$ cat src/rtl/serdes_reset_sequencer_if.sv
// Status/control bundle between the LVDS receive front end and its reset sequencer.
// The inputs are asynchronous to serdes_clkdiv; the outputs are registered in that domain.
interface serdes_reset_sequencer_if;
    logic       locked;
    logic       idlyctrl_rdy;
    logic       idlyctrl_rst;
    logic       serdes_rst;
    logic       ready;
    logic [2:0] state;
    logic [7:0] retry_cnt;

    modport slave  (input  locked, idlyctrl_rdy,
                    output idlyctrl_rst, serdes_rst, ready, state, retry_cnt);
    modport master (output locked, idlyctrl_rdy,
                    input  idlyctrl_rst, serdes_rst, ready, state, retry_cnt);
endinterface

$ cat src/rtl/serdes_reset_sequencer.sv
// Sequences IDELAYCTRL and ISERDES resets after MMCM lock, all in the serdes_clkdiv domain.
// Re-runs automatically on loss of lock or loss of IDELAYCTRL ready.
module serdes_reset_sequencer #(
    parameter int SYNC_STAGES        = 3,
    parameter int LOCK_STABLE_CYCLES = 1024,
    parameter int DLYCTRL_RST_CYCLES = 8,
    parameter int RDY_TIMEOUT        = 4096,
    parameter int SERDES_RST_CYCLES  = 16,
    parameter int CNT_W              = 16
) (
    input  logic                     serdes_clkdiv,
    input  logic                     reset_n,
    serdes_reset_sequencer_if.slave  bus
);
    typedef enum logic [2:0] {
        WAIT_LOCK   = 3'd0,
        LOCK_STABLE = 3'd1,
        DLYCTRL_RST = 3'd2,
        WAIT_RDY    = 3'd3,
        SERDES_RST  = 3'd4,
        READY       = 3'd5
    } state_t;

    localparam logic [CNT_W-1:0] L_LOCK_END = CNT_W'(LOCK_STABLE_CYCLES - 1);
    localparam logic [CNT_W-1:0] L_DLY_END  = CNT_W'(DLYCTRL_RST_CYCLES - 1);
    localparam logic [CNT_W-1:0] L_RDY_END  = CNT_W'(RDY_TIMEOUT - 1);
    localparam logic [CNT_W-1:0] L_SER_END  = CNT_W'(SERDES_RST_CYCLES - 1);

    logic [SYNC_STAGES-1:0] r_lock_sync, r_rdy_sync;
    state_t                 r_state, w_next;
    logic [CNT_W-1:0]       r_cnt;
    logic [7:0]             r_retry;
    logic                   r_idly_rst, r_serdes_rst, r_ready;
    logic                   w_locked_s, w_rdy_s, w_retry;
    logic                   w_idly_rst, w_serdes_rst, w_ready;

    assign w_locked_s = r_lock_sync[SYNC_STAGES-1];
    assign w_rdy_s    = r_rdy_sync[SYNC_STAGES-1];

    always_ff @(posedge serdes_clkdiv or negedge reset_n) begin
        if (!reset_n) begin
            r_lock_sync <= '0;
            r_rdy_sync  <= '0;
        end else begin
            r_lock_sync <= {r_lock_sync[SYNC_STAGES-2:0], bus.locked};
            r_rdy_sync  <= {r_rdy_sync[SYNC_STAGES-2:0], bus.idlyctrl_rdy};
        end
    end

    // Lock loss pre-empts every other transition, including from illegal codes.
    always_comb begin
        w_next  = r_state;
        w_retry = 1'b0;
        if (r_state != WAIT_LOCK && !w_locked_s) begin
            w_next = WAIT_LOCK;
        end else begin
            case (r_state)
                WAIT_LOCK:   if (w_locked_s) w_next = LOCK_STABLE;
                LOCK_STABLE: if (r_cnt == L_LOCK_END) w_next = DLYCTRL_RST;
                DLYCTRL_RST: if (r_cnt == L_DLY_END) w_next = WAIT_RDY;
                WAIT_RDY: begin
                    if (w_rdy_s) begin
                        w_next = SERDES_RST;
                    end else if (r_cnt == L_RDY_END) begin
                        w_next  = DLYCTRL_RST;
                        w_retry = 1'b1;
                    end
                end
                SERDES_RST: begin
                    if (!w_rdy_s) begin
                        w_next  = DLYCTRL_RST;
                        w_retry = 1'b1;
                    end else if (r_cnt == L_SER_END) begin
                        w_next = READY;
                    end
                end
                READY: begin
                    if (!w_rdy_s) begin
                        w_next  = DLYCTRL_RST;
                        w_retry = 1'b1;
                    end
                end
                default: w_next = WAIT_LOCK;
            endcase
        end
    end

    always_comb begin
        w_idly_rst   = 1'b1;
        w_serdes_rst = 1'b1;
        w_ready      = 1'b0;
        case (w_next)
            WAIT_RDY, SERDES_RST: w_idly_rst = 1'b0;
            READY: begin
                w_idly_rst   = 1'b0;
                w_serdes_rst = 1'b0;
                w_ready      = 1'b1;
            end
            default: ;
        endcase
    end

    // Outputs are a registered decode of the next state so they switch with the state code.
    always_ff @(posedge serdes_clkdiv or negedge reset_n) begin
        if (!reset_n) begin
            r_state      <= WAIT_LOCK;
            r_cnt        <= '0;
            r_retry      <= '0;
            r_idly_rst   <= 1'b1;
            r_serdes_rst <= 1'b1;
            r_ready      <= 1'b0;
        end else begin
            r_state      <= w_next;
            r_cnt        <= (w_next != r_state) ? '0 : r_cnt + CNT_W'(1);
            if (w_retry && r_retry != 8'hFF) r_retry <= r_retry + 8'd1;
            r_idly_rst   <= w_idly_rst;
            r_serdes_rst <= w_serdes_rst;
            r_ready      <= w_ready;
        end
    end

    assign bus.idlyctrl_rst = r_idly_rst;
    assign bus.serdes_rst   = r_serdes_rst;
    assign bus.ready        = r_ready;
    assign bus.state        = r_state;
    assign bus.retry_cnt    = r_retry;
endmodule

$ cat src/flat_wrapper.sv
// flat-port wrapper written by rule: the top's interface ports become plain ports
module serdes_reset_sequencer_flat 
#(
    parameter int SYNC_STAGES        = 3,
    parameter int LOCK_STABLE_CYCLES = 1024,
    parameter int DLYCTRL_RST_CYCLES = 8,
    parameter int RDY_TIMEOUT        = 4096,
    parameter int SERDES_RST_CYCLES  = 16,
    parameter int CNT_W              = 16
)
  (serdes_clkdiv, reset_n, bus_locked, bus_idlyctrl_rdy, bus_idlyctrl_rst, bus_serdes_rst, bus_ready, bus_state, bus_retry_cnt);
  serdes_reset_sequencer_if bus_i ();
  input  logic serdes_clkdiv;
  input  logic reset_n;
  input wire logic [$bits(bus_i.locked)-1:0] bus_locked;
  input wire logic [$bits(bus_i.idlyctrl_rdy)-1:0] bus_idlyctrl_rdy;
  output wire logic [$bits(bus_i.idlyctrl_rst)-1:0] bus_idlyctrl_rst;
  output wire logic [$bits(bus_i.serdes_rst)-1:0] bus_serdes_rst;
  output wire logic [$bits(bus_i.ready)-1:0] bus_ready;
  output wire logic [$bits(bus_i.state)-1:0] bus_state;
  output wire logic [$bits(bus_i.retry_cnt)-1:0] bus_retry_cnt;
  assign bus_i.locked = bus_locked;
  assign bus_i.idlyctrl_rdy = bus_idlyctrl_rdy;
  assign bus_idlyctrl_rst = bus_i.idlyctrl_rst;
  assign bus_serdes_rst = bus_i.serdes_rst;
  assign bus_ready = bus_i.ready;
  assign bus_state = bus_i.state;
  assign bus_retry_cnt = bus_i.retry_cnt;
  serdes_reset_sequencer #(.SYNC_STAGES(SYNC_STAGES), .LOCK_STABLE_CYCLES(LOCK_STABLE_CYCLES), .DLYCTRL_RST_CYCLES(DLYCTRL_RST_CYCLES), .RDY_TIMEOUT(RDY_TIMEOUT), .SERDES_RST_CYCLES(SERDES_RST_CYCLES), .CNT_W(CNT_W)) u_core (.serdes_clkdiv(serdes_clkdiv), .reset_n(reset_n), .bus(bus_i));
endmodule
$ cat config.mk
export PLATFORM = sky130hd
export DESIGN_NAME = serdes_reset_sequencer_flat
export DESIGN_NICKNAME = d
export VERILOG_FILES = /design/src/rtl/serdes_reset_sequencer_if.sv /design/src/rtl/serdes_reset_sequencer.sv /design/src/flat_wrapper.sv
export SDC_FILE = /design/constraint.sdc
export NUM_CORES = 1
export LEC_CHECK = 0
export ABC_CLOCK_PERIOD_IN_PS = 4990
export CAP_MARGIN = 10
export CORE_MARGIN = 5
export CORE_UTILIZATION = 49
export DETAILED_ROUTE_END_ITERATION = 12
export DONT_BUFFER_PORTS = 1
export GPL_ROUTABILITY_DRIVEN = 0
export PLACE_DENSITY_LB_ADDON = 0.3
export SYNTH_ARGS = -nofsm -noshare
export SYNTH_HDL_FRONTEND = slang
export SYNTH_SLANG_ARGS = --single-unit
$ cat constraint.sdc
create_clock -name serdes_clkdiv -period 4.99 [get_ports serdes_clkdiv]
set_clock_uncertainty 0.05 [all_clocks]
set_input_delay 0.2495 -clock serdes_clkdiv [delete_from_list [all_inputs] [get_ports serdes_clkdiv]]
set_output_delay 0.2495 -clock serdes_clkdiv [all_outputs]
set_load 0.05 [all_outputs]
## Word level (Yosys, flattened, before mapping)

Index checks and enable logic that the tools add are counted.

- Add/sub/neg operators: 2
- Equal/unequal tests: 14
- Reduce and logical (&&, ||, !) cells: 7
- Muxes and demuxes: 19

Operators with widths:

| kind | number |
|---|---|
| two-way mux 3 bit | 9 |
| one-hot mux 3 bit (6 select lines) | 1 |
| adder 16 x 1 -> 16 bit, second input constant | 1 |
| equality test 16 x 10 -> 1 bit, second input constant | 1 |
| equality test 16 x 12 -> 1 bit, second input constant | 1 |
| equality test 16 x 3 -> 1 bit, second input constant | 1 |
| equality test 16 x 4 -> 1 bit, second input constant | 1 |
| two-way mux 16 bit | 1 |
| equality test 3 bit, second input constant | 4 |
| equality test 3 x 2 -> 1 bit, second input constant | 3 |
| adder 8 x 1 -> 8 bit, second input constant | 1 |
| != test 8 bit, second input constant | 1 |
| two-way mux 1 bit | 7 |
| equality test 3 x 1 -> 1 bit, second input constant | 1 |
| zero test 3 bit | 1 |
| != test 3 bit | 1 |
| nonzero test 3 bit | 1 |
| OR reduction 3 bit | 1 |
| logical AND 1 bit | 2 |
| one-hot mux 1 bit (2 select lines) | 1 |
| OR reduction 2 bit | 1 |
| zero test 1 bit | 1 |

- Input bits: 4
- Word-level logic and storage cells: 50
- Bits in registers: 36

## Longest topological paths before layout

- Word-level depth: 8
- Depth in mapped cells: 7
- Depth with buffers taken out: 6

## Worst setup path before layout

Ideal clock, no wire load.

- Path type: reg2reg
- From: register u_core.r_cnt[13]
- To: register u_core.r_cnt[15]
- Slack: 2.736 ns
- Clock period less this slack: 2.254 ns
- Library setup time: 0.079 ns
- Arrival: 2.125 ns
- Path buffers: 1
- Cell stages (with the launch flop): 7
- Cells stage by stage: dfrtp_1 -> or4_4 -> or3_1 -> o32a_1 -> a31oi_4 -> buf_8 -> mux2i_1

- Word-level cells in the longest chain between the ends: 7

Ends and longest elaborated chain:

| element | RTL line | text |
|---|---|---|
| start: declaration | serdes_reset_sequencer.sv:31 | `logic [CNT_W-1:0] r_cnt;` |
| start signal: assignment | serdes_reset_sequencer.sv:114 | `r_cnt <= (w_next != r_state) ? '0 : r_cnt + CNT_W'(1);` |
| equality test 16 x 4 -> 1 bit / equality test 16 x 12 -> 1 bit (equally long branches) | serdes_reset_sequencer.sv:73, serdes_reset_sequencer.sv:64 |  |
| two-way mux 3 bit, on equally long branches | serdes_reset_sequencer.sv:73, serdes_reset_sequencer.sv:64 |  |
| two-way mux 3 bit, on equally long branches | serdes_reset_sequencer.sv:70, serdes_reset_sequencer.sv:62 |  |
| one-hot mux 3 bit (6 select lines) | serdes_reset_sequencer.sv:57 | `case (r_state)` |
| two-way mux 3 bit | serdes_reset_sequencer.sv:54 | `if (r_state != WAIT_LOCK && !w_locked_s) begin` |
| != test 3 bit | serdes_reset_sequencer.sv:114 |  |
| two-way mux 16 bit * | serdes_reset_sequencer.sv:114 |  |

Mark *: on every way between the ends. The rest lies on a longest branch, timed or not.
A chain may end at the register's enable or synchronous reset.

## Worst setup path in the final report

- From: register u_core.r_cnt[13]
- To: register u_core.r_cnt[2]

- Word-level cells in the longest chain between the ends: 7

Ends and longest elaborated chain:

| element | RTL line |
|---|---|
| equality test 16 x 4 -> 1 bit / equality test 16 x 12 -> 1 bit (equally long branches) | serdes_reset_sequencer.sv:73, serdes_reset_sequencer.sv:64 |
| two-way mux 3 bit, on equally long branches | serdes_reset_sequencer.sv:73, serdes_reset_sequencer.sv:64 |
| two-way mux 3 bit, on equally long branches | serdes_reset_sequencer.sv:70, serdes_reset_sequencer.sv:62 |
| one-hot mux 3 bit (6 select lines) * | serdes_reset_sequencer.sv:57 |
| two-way mux 3 bit * | serdes_reset_sequencer.sv:54 |
| != test 3 bit * | serdes_reset_sequencer.sv:114 |
| two-way mux 16 bit * | serdes_reset_sequencer.sv:114 |

Marks and branches as above.

==> flow_summary.json <==
{
  "synthCells": 210,
  "antenna_found_initial": 0,
  "slew_viol_final": 0,
  "synth_warnings": 0,
  "r2r.worst_path.cells": 5,
  "dr.first_iter.drc_count": 135,
  "ios": 18,
  "setup.worst_path.class": "reg2reg",
  "critPathBufInv": 0,
  "grt_first_pass_wirelength_mm": 7.07,
  "wl_per_cell_um": 16.2,
  "maxCapViolations": 0,
  "port_buffers": 0,
  "drive_gt1_share_pct": 9.09,
  "clk_latency_ns": 0.29,
  "synth.avg_cell_area_um2": 9.91,
  "cts_buffers": 5,
  "htreeDepth": 2,
  "synth_edf_count": 0,
  "start_kind": "flip-flop",
  "grt_pass1_vias": 1508,
  "setup_viol": 0,
  "totalWireLength_mm": 4.19,
  "synth-seq-area-share_pct": 43.4,
  "rrSetupSlack_ns": 2.18,
  "grt_max_degree": 37,
  "clock_sinks": 36,
  "start_util_pct": 51.3,
  "critical_path_arrival_ns": 2.96,
  "ant_nets": 0,
  "die_area_mm2": 0.00565,
  "setup-tns-final_ns": 0,
  "ctsResizeCount": 0,
  "root_buffer": "clkbuf_8",
  "r2r_end": "u_core.r_cnt[2]",
  "final_cells": 259,
  "min_from": "u_core.r_lock_sync[0]",
  "core_area_mm2": 0.00406,
  "outcome": "finished clean",
  "avgViaCountPerCell": 6.20,
  "cp_slowest_cell": "a31oi_4",
  "area_growth_pct": 8.47,
  "grt_use_total_pct": 16.6,
  "cp_max_fo": 20,
  "slew_headroom_pct": 29.8,
  "hold_class": "reg2reg",
  "max_freq_mhz": 356,
  "r2r-start": "u_core.r_cnt[13]",
  "ys_ff_latch": 36,
  "path_clk_slew_ns": 0.08,
  "holdPathStages": 0,
  "num_vias": 1607,
  "critical_path.top_delay_family": "compound AO/OA/AOI/OAI gates",
  "die_w_um": 75.2,
  "cp-end-kind": "flip-flop",
  "cp_slowest_stage_delay_ns": 0.67,
  "rsz0062_at_grt": "false",
  "grt_overflow": 0,
  "nNetsFinal": 214,
  "yosys.area.top_type": "dfrtp_1",
  "clk_path_buf_depth": 2,
  "cts_setup_buffers": 0,
  "fin_crit_sh_pct": 56.2,
  "max_slew.worst_pin.slew_ns": 1.05,
  "crit_required_ns": 5.15,
  "antenna_cells": 0,
  "p_leak_uw": 0.000968,
  "async_reset_ff_share_pct": 100,
  "synthesis.nets": 216,
  "synth_area_mm2": 0.00208,
  "yosys.cell_types.count": 42,
  "powerDensity_mw_per_mm2": 361,
  "period_minus_slack_ns": 2.81,
  "drt_first_pass_iters": 4,
  "netlist_top_cells_area": "dfrtp_1, o211ai_1, mux2i_1",
  "dp_hpwl_mm": 2.67,
  "synth.top_cell.area_share_pct": 40.9,
  "synth_ff_type": "dfrtp_1",
  "cts_tree": "built",
  "crit_chain": "or4_4, or3_1, o32a_1, a31oi_4, mux2i_1",
  "whs_endpoint": "u_core.r_lock_sync[1]",
  "peakVddDrop_mv": 0.265,
  "die_y_um": 75.2,
  "drc": 0,
  "hold_viol": 0,
  "place_inst": 246,
  "fp-row-count": 23
}
-- layer usage --
metal / wire [um] / vias to the layer above / track usage (%)
li1: - / 765 / -
met3: 232 / 8 / 4.54
met1: 1840 / 788 / 20.4
met5: 0 / - / 0
met4: 77 / 0 / 9.13
met2: 2030 / 46 / 26.3
-- state kept, by name, summed over array words and instances, names as in the netlist --
signal                   cells
u_core.r_rdy_sync            3
u_core.r_cnt                16
u_core.bus.serdes_rst        1
u_core.bus.state             3
u_core.r_lock_sync           3
u_core.bus.retry_cnt         8
u_core.bus.ready             1
u_core.bus.idlyctrl_rst      1
-- cell usage in the layout, fill, tap and decap left out, types with 2 or more instances in the layout --
cell,Yosys,routed
nor2_1,16,16
a21oi_1,3,3
nand2_1,5,5
a2bb2oi_1,2,2
xor2_1,11,11
a31oi_1,3,2
ha_1,2,2
nand3_1,8,8
inv_1,6,6
xnor2_1,10,10
or3_1,2,2
nor3_1,4,4
nand4_1,7,7
and3_1,3,3
o21ai_0,9,9
dfrtp_1,34,34
and2_1,3,3
mux2i_1,16,16
dlygate4sd3_1,0,3
o211ai_1,24,24
nor2b_1,2,2
buf_4,0,2
nor4_1,6,6
clkbuf_8,0,5
dfstp_2,2,2
-- logic make-up after synthesis --
family                     after synthesis  synth area share, %
muxes                                   17                 8.23
and+or+nand+nor                         64                 16.8
xor gates and xnor gates                21                 8.83
DFF                                     36                 43.4
adders and majority gates                2                 1.20
buffers and inverters                   23                 5.11
AOI/OAI and AO/OA                       47                 16.4
-- worst max path at each step --
stage          depth (start not counted)                 from               end
2_1_floorplan                          6     u_core.r_cnt[13]  u_core.r_cnt[15]
3_3_place_gp                           5     u_core.r_cnt[13]   u_core.r_cnt[0]
3_5_place_dp                           5     u_core.r_cnt[13]   u_core.r_cnt[2]
4_1_cts                                5     u_core.r_cnt[13]   u_core.r_cnt[2]
5_1_grt                                4  u_core.bus.state[2]   u_core.r_cnt[2]
6_report                               5     u_core.r_cnt[13]   u_core.r_cnt[2]
-- final cells by class --
| class | count | area, um2 |
|---|---|---|
| repair buffers | 7 | 76.3 |
| inverters | 7 | 26.3 |
| clock buffers | 5 | 68.8 |
| multi-input cells | 151 | 1080 |
| flip-flops and latches | 36 | 903 |
| well taps | 50 | 62.6 |
| fillers | 331 | 1800 |
| clock inverters | 3 | 42.5 |
-- repair_timing --
item / 4_1_cts / 5_1_grt
hold buffers: 4 / 0
setup endpoints to repair: 0 / 0
hold endpoints to repair: 38 / 0
-- through the flow --
| step | setup slack, ns | cell area, um2 | power, uW | hold slack [ns] | utilization, % |
|---|---|---|---|---|---|
| 6_report | 2.18 | 2260 | 816 | 0.301 | 55.7 |
| 5_1_grt | 2.08 | 2260 | 854 | 0.311 | 55.7 |
| 4_1_cts | 2.19 | 2250 | 821 | 0.303 | 55.4 |
| 3_5_place_dp | 2.20 | 2090 | 555 | -0.0950 | 51.4 |
| 3_3_place_gp | 2.30 | 2090 | 543 | -0.0952 | 51.4 |
| 2_1_floorplan | 2.74 | 2080 | 523 | -0.0961 | - |
-- power by group --
part	internal [uW]	total [uW]	switching [uW]	leakage [uW]
logic	82.9	230	147	0.000437
clock network	148	258	111	0.0000541
registers	310	327	17.4	0.000477
-- cells in the mapped netlist, drive strengths merged, types with 2 or more instances --
| library cell | instances |
|---|---|
| dfrtp | 34 |
| o211ai | 24 |
| mux2i | 16 |
| nor2 | 16 |
| clkbuf | 13 |
| xor2 | 11 |
| xnor2 | 10 |
| o21ai | 9 |
| nand3 | 8 |
| nand4 | 7 |
| inv | 6 |
| nor4 | 6 |
| nand2 | 5 |
| a31oi | 4 |
| nor3 | 4 |
| a21oi | 3 |
| and2 | 3 |
| and3 | 3 |
| buf | 3 |
| a2bb2oi | 2 |
| dfstp | 2 |
| ha | 2 |
| nor2b | 2 |
| or3 | 2 |
| or4 | 2 |
Power figures use the tool's default switching activity.
